==> src/rtl/ascon_perm_engine.sv <==
// ascon_perm_engine: ASCON p^a / p^b permutation on the 320-bit state.
// It computes UNROLL rounds per clock, with optional data/key XOR at load and
// a key XOR after the last round.
// Optional feature macro: ASCON_PERM_ABORT_EN adds the abort_i input.
//
// state | meaning
// IDLE  | ready for a new job; state_o holds the last result
// RUN   | applying round groups until the round index reaches ROUNDS_A
module ascon_perm_engine #(
  parameter int UNROLL   = 1,
  parameter int ROUNDS_A = 12,
  parameter int ROUNDS_B = 6
) (
  input  logic             clock_i,
  input  logic             resetb_i,
  input  logic             start_i,
  input  logic             mode_a_i,
  input  logic             xor_data_i,
  input  logic             xor_key_begin_i,
  input  logic             xor_key_end_i,
  input  logic             enable_i,
`ifdef ASCON_PERM_ABORT_EN
  input  logic             abort_i,
`endif
  input  logic [4:0][63:0] state_i,
  input  logic [63:0]      data_i,
  input  logic [127:0]     key_i,
  output logic [4:0][63:0] state_o,
  output logic             valid_o,
  output logic             ready_o
);

  if (!(UNROLL == 1 || UNROLL == 2 || UNROLL == 3 || UNROLL == 6)) begin : g_bad_unroll
    $error("ascon_perm_engine: UNROLL must be 1, 2, 3 or 6");
  end

  localparam logic [3:0] LAST_IDX = 4'(ROUNDS_A - UNROLL);
  localparam logic [3:0] START_B  = 4'(ROUNDS_A - ROUNDS_B);

  typedef enum logic {IDLE, RUN} fsm_t;

  fsm_t             fsm_q, fsm_d;
  logic [4:0][63:0] state_q, state_d, round_out;
  logic [3:0]       idx_q, idx_d;
  logic             key_end_q, key_end_d;
  logic             valid_q, valid_d;
  logic             abort_req;

`ifdef ASCON_PERM_ABORT_EN
  assign abort_req = abort_i;
`else
  assign abort_req = 1'b0;
`endif

  // One ASCON round for round index r: constant addition, S-box, linear layer.
  function automatic logic [4:0][63:0] ascon_round(input logic [4:0][63:0] s, input logic [3:0] r);
    logic [63:0] x0, x1, x2, x3, x4, t0, t1, t2, t3, t4;
    logic [4:0][63:0] o;
    x0 = s[0];
    x1 = s[1];
    x2 = s[2] ^ {56'd0, 4'hF - r, r};
    x3 = s[3];
    x4 = s[4];
    x0 = x0 ^ x4; x4 = x4 ^ x3; x2 = x2 ^ x1;
    t0 = ~x0 & x1; t1 = ~x1 & x2; t2 = ~x2 & x3; t3 = ~x3 & x4; t4 = ~x4 & x0;
    x0 = x0 ^ t1; x1 = x1 ^ t2; x2 = x2 ^ t3; x3 = x3 ^ t4; x4 = x4 ^ t0;
    x1 = x1 ^ x0; x0 = x0 ^ x4; x3 = x3 ^ x2; x2 = ~x2;
    o[0] = x0 ^ {x0[18:0], x0[63:19]} ^ {x0[27:0], x0[63:28]};
    o[1] = x1 ^ {x1[60:0], x1[63:61]} ^ {x1[38:0], x1[63:39]};
    o[2] = x2 ^ {x2[0],    x2[63:1]}  ^ {x2[5:0],  x2[63:6]};
    o[3] = x3 ^ {x3[9:0],  x3[63:10]} ^ {x3[16:0], x3[63:17]};
    o[4] = x4 ^ {x4[6:0],  x4[63:7]}  ^ {x4[40:0], x4[63:41]};
    return o;
  endfunction

  // Chain UNROLL rounds starting at the current round index.
  always_comb begin
    round_out = state_q;
    for (int k = 0; k < UNROLL; k++) begin
      round_out = ascon_round(round_out, idx_q + 4'(k));
    end
  end

  // Next-state and datapath update for the IDLE/RUN controller.
  always_comb begin
    fsm_d     = fsm_q;
    state_d   = state_q;
    idx_d     = idx_q;
    key_end_d = key_end_q;
    valid_d   = 1'b0;
    case (fsm_q)
      IDLE: begin
        if (start_i && enable_i) begin
          state_d = state_i;
          if (xor_data_i) begin
            state_d[0] = state_d[0] ^ data_i;
          end
          if (xor_key_begin_i) begin
            state_d[3] = state_d[3] ^ key_i[127:64];
            state_d[4] = state_d[4] ^ key_i[63:0];
          end
          idx_d     = mode_a_i ? 4'd0 : START_B;
          key_end_d = xor_key_end_i;
          fsm_d     = RUN;
        end
      end
      RUN: begin
        if (abort_req) begin
          state_d   = '0;
          idx_d     = 4'd0;
          key_end_d = 1'b0;
          fsm_d     = IDLE;
        end else if (enable_i) begin
          state_d = round_out;
          if (idx_q == LAST_IDX) begin
            if (key_end_q) begin
              state_d[3] = round_out[3] ^ key_i[127:64];
              state_d[4] = round_out[4] ^ key_i[63:0];
            end
            idx_d   = 4'(ROUNDS_A);
            valid_d = 1'b1;
            fsm_d   = IDLE;
          end else begin
            idx_d = idx_q + 4'(UNROLL);
          end
        end
      end
      default: fsm_d = IDLE;
    endcase
  end

  // State register with synchronous active-low reset.
  always_ff @(posedge clock_i) begin
    if (!resetb_i) begin
      fsm_q     <= IDLE;
      state_q   <= '0;
      idx_q     <= 4'd0;
      key_end_q <= 1'b0;
      valid_q   <= 1'b0;
    end else begin
      fsm_q     <= fsm_d;
      state_q   <= state_d;
      idx_q     <= idx_d;
      key_end_q <= key_end_d;
      valid_q   <= valid_d;
    end
  end

  assign state_o = state_q;
  assign valid_o = valid_q;
  assign ready_o = (fsm_q == IDLE);

endmodule

==> config.mk <==
export PLATFORM = sky130hd
export DESIGN_NAME = ascon_perm_engine
export DESIGN_NICKNAME = d
export VERILOG_FILES = /design/src/rtl/ascon_perm_engine.sv
export SDC_FILE = /design/constraint.sdc
export NUM_CORES = 2
export LEC_CHECK = 0
export ABC_CLOCK_PERIOD_IN_PS = 5300
export CAP_MARGIN = 10
export CORE_AREA = 2 2 327 329
export CTS_CLUSTER_DIAMETER = 120
export CTS_CLUSTER_SIZE = 12
export DETAILED_ROUTE_END_ITERATION = 10
export DIE_AREA = 0 0 329 331
export SLEW_MARGIN = 30
export SYNTH_ARGS = -nofsm -noshare
export SYNTH_HDL_FRONTEND = slang
export SYNTH_SLANG_ARGS = --single-unit
==> constraint.sdc <==
create_clock -name clock_i -period 5.3 [get_ports clock_i]
set_clock_uncertainty 0.1 [all_clocks]
set_input_delay 0.795 -clock clock_i [delete_from_list [all_inputs] [get_ports clock_i]]
set_output_delay 0.795 -clock clock_i [all_outputs]
set_load 0.02 [all_outputs]
==> results_dict.tcl <==
set metrics [dict create \
    end_kind "primary output" \
    antenna_found_initial 8 \
    areaGrowthSynthToFinish_pct 36.6 \
    yosysWarnings 0 \
    vias 32700 \
    seq_power_share 0.128 \
    wl_per_cell_um 33.5 \
    worst_setup_path_start_kind "flop" \
    worst-r2r-setup-slack_ns 1.80 \
    synthArstFlopShare 0 \
    max_cap_violations 0 \
    synth_edf_count 0 \
    hp-class "reg -> reg" \
    critPathKind "reg -> out" \
    wirelength_um 200000 \
    path_clk_slew_ns 0.08 \
    critPathRequiredTime_ns 4.41 \
    slowest_delay_ns 0.86 \
    dp_slack_ns 1.79 \
    fillers 10700 \
    p_int_mw 12.3 \
    vias_per_cell 5.47 \
    p_sw_mw 16.0 \
    powerDensity_nw_per_um2 662 \
    grt_pass1_vias 31300 \
    grt_usage 0.351 \
    hpwl_um 166000 \
    slew_viol_final 0 \
    synth_cell_types 43 \
    clkPwrFrac 0.090 \
    die_area_sq_um 109000 \
    cp-startpoint "fsm_q$_SDFF_PN0_" \
    p_leak_nw 15.0 \
    cts-hold-fix-buffers 0 \
    clk_latency_ns 0.59 \
    cts.sinks 327 \
    place.gp.congestion 1.02 \
    die_h_um 331 \
    synth-seq-area-share 0.209 \
    swShare 0.566 \
    period_share 0.686 \
    reg2reg_depth 7 \
    p_comb_frac 0.782 \
    path_cells "inv_2 > clkdlybuf4s50_1" \
    grt_overflow 0 \
    worstPathArrival_ns 2.74 \
    endpoint "ready_o" \
    grt_pass1_wl_um 263000 \
    core_area_sq_um 105000 \
    postRouteAntennaNets 0 \
    setup_slack_ns 1.67 \
    cp_slowest_cell "dfxtp_4" \
    status "complete, no violations" \
    numCtsBuffers 34 \
    r2r-end "state_o[225]$_SDFFE_PN0P_" \
    drc 0 \
    fp.dieW_um 329 \
    post_cts_buffers 0 \
    tns_ns 0 \
    cts_resized 0 \
    drt_iter0_drc 3642 \
    first_pass_iters 8 \
    avgSynthCellArea_sq_um 8.20 \
    rsz0062_at_grt "no" \
    syn_nets 4463 \
    peakVddDrop_uv 330 \
    min_period_ns 3.63 \
    finalHoldViolCount 0 \
    initial_core_util 0.298 \
    layout_common_cells "xnor2_1, clkdlybuf4s50_1, nand2_1, xor2_1, dfxtp_1" \
    setup_viol 0 \
    grt_max_degree 179 \
    cts_root_buf "clkbuf_16" \
    htree_levels 2 \
    fin_nets 5214 \
    synth_seq_cells 327 \
    io_pins 842 \
    relSlewSlack 0.239 \
    fmax_ghz 0.275 \
    syn_area_sq_um 31300 \
    final_common_cell "xnor2_1" \
    cts_tree "done" \
    worst_pin_slew_ns 1.13 \
    synth_top_flop_cell "dfxtp_1" \
    r2r_start "state_o[107]$_SDFFE_PN0P_" \
    worstPathMaxFanout 42 \
    num_rows 119 \
    syn_inst 3814 \
    drive_gt1_frac 0.0424 \
    place.port_buffers 841 \
    ctsLongestPathBuffers 3 \
]
## critical path, delay by kind of cell, from the launching register on
family	cells	cell delay (ns)
buffers and inverters	2	1.28
DFF	1	0.86
## sequential cells by signal (all words and copies together), names as in the netlist
| name | flops |
|---|---|
| fsm_q | 1 |
| state_o | 320 |
| key_end_q | 1 |
| idx_q | 4 |
| valid_o | 1 |
## cell type report
cell class              instances  area (sq um)  share of cell area
clock buffers                  42           965              0.0226
multi-input cells            3086         23600               0.551
repair buffers                916          9110               0.213
well taps                    1391          1740              0.0407
flip-flops and latches        327          6550               0.153
diodes                          7          17.5            0.000410
inverters                     200           752              0.0176
clock inverters                 3          43.8             0.00102
## power by group through the flow
stage          Sequential (mW)  Clock (mW)  Combinational [mW]
6_report                  3.62        2.55                22.1
5_1_grt                   3.65        2.61                22.3
2_1_floorplan             3.79           0                11.8
3_3_place_gp              3.65           0                21.2
4_1_cts                   3.60        2.55                21.4
3_5_place_dp              3.65           0                21.3
## worst min-delay path by stage
| stage | slack (ns) | cells after the start | endpoint | start |
|---|---|---|---|---|
| floorplan | 0.33 | 2 | key_end_q$_SDFFE_PN0P_ | key_end_q$_SDFFE_PN0P_ |
| global placement | 0.34 | 2 | key_end_q$_SDFFE_PN0P_ | key_end_q$_SDFFE_PN0P_ |
| detailed placement | 0.36 | 2 | key_end_q$_SDFFE_PN0P_ | key_end_q$_SDFFE_PN0P_ |
| CTS | 0.36 | 2 | key_end_q$_SDFFE_PN0P_ | key_end_q$_SDFFE_PN0P_ |
| global route | 0.40 | 2 | key_end_q$_SDFFE_PN0P_ | key_end_q$_SDFFE_PN0P_ |
| finish | 0.37 | 2 | key_end_q$_SDFFE_PN0P_ | key_end_q$_SDFFE_PN0P_ |
## routing by layer
metal	global-route usage	part of all wire	up-vias
li1	-	-	14300
met1	0.431	0.39	16100
met2	0.567	0.45	1884
met3	0.0763	0.090	378
met4	0.201	0.066	6
met5	0	0.00020	-
## Yosys cell counts (all sizes together), types with 6 or more instances
library cell / count / area (sq um)
or3: 15 / 93.8
a31oi: 9 / 56.3
buf: 42 / 199
dfxtp: 327 / 6550
nor2: 103 / 387
xor2: 354 / 3110
o21ai: 179 / 896
maj3: 63 / 631
inv: 200 / 751
nand2: 438 / 1640
a21o: 6 / 45.0
a21oi: 236 / 1180
a211oi: 73 / 548
xnor2: 1074 / 9510
o221ai: 194 / 1700
o22ai: 9 / 56.3
ha: 129 / 1610
xnor3: 14 / 315
clkbuf: 159 / 597
a22oi: 24 / 180
o211ai: 14 / 105
mux2i: 51 / 514
a221oi: 9 / 85.1
nor3: 58 / 290
nand4: 15 / 93.8
## kinds of logic after synthesis
kind of cell	count (synthesis)	share of synthesized area
simple gates	643	0.0829
mux	51	0.0164
compound gates	758	0.157
xor+xnor	1442	0.414
flops	327	0.209
buf+inv	401	0.0494
fa+ha+maj	192	0.0718
## stage by stage
stage / instance area (sq um) / hold slack, ns / total power, mW / cells / utilization
floorplan: 31300 / 0.332 / 15.5 / 3814 / -
global placement: 41400 / 0.342 / 24.8 / 5920 / 0.394
detailed placement: 41600 / 0.356 / 24.9 / 5920 / 0.397
CTS: 42600 / 0.364 / 27.6 / 5965 / 0.406
global route: 42700 / 0.402 / 28.6 / 5966 / 0.407
finish: 42700 / 0.368 / 28.3 / 5972 / 0.407
Power figures use the tool's default switching activity.
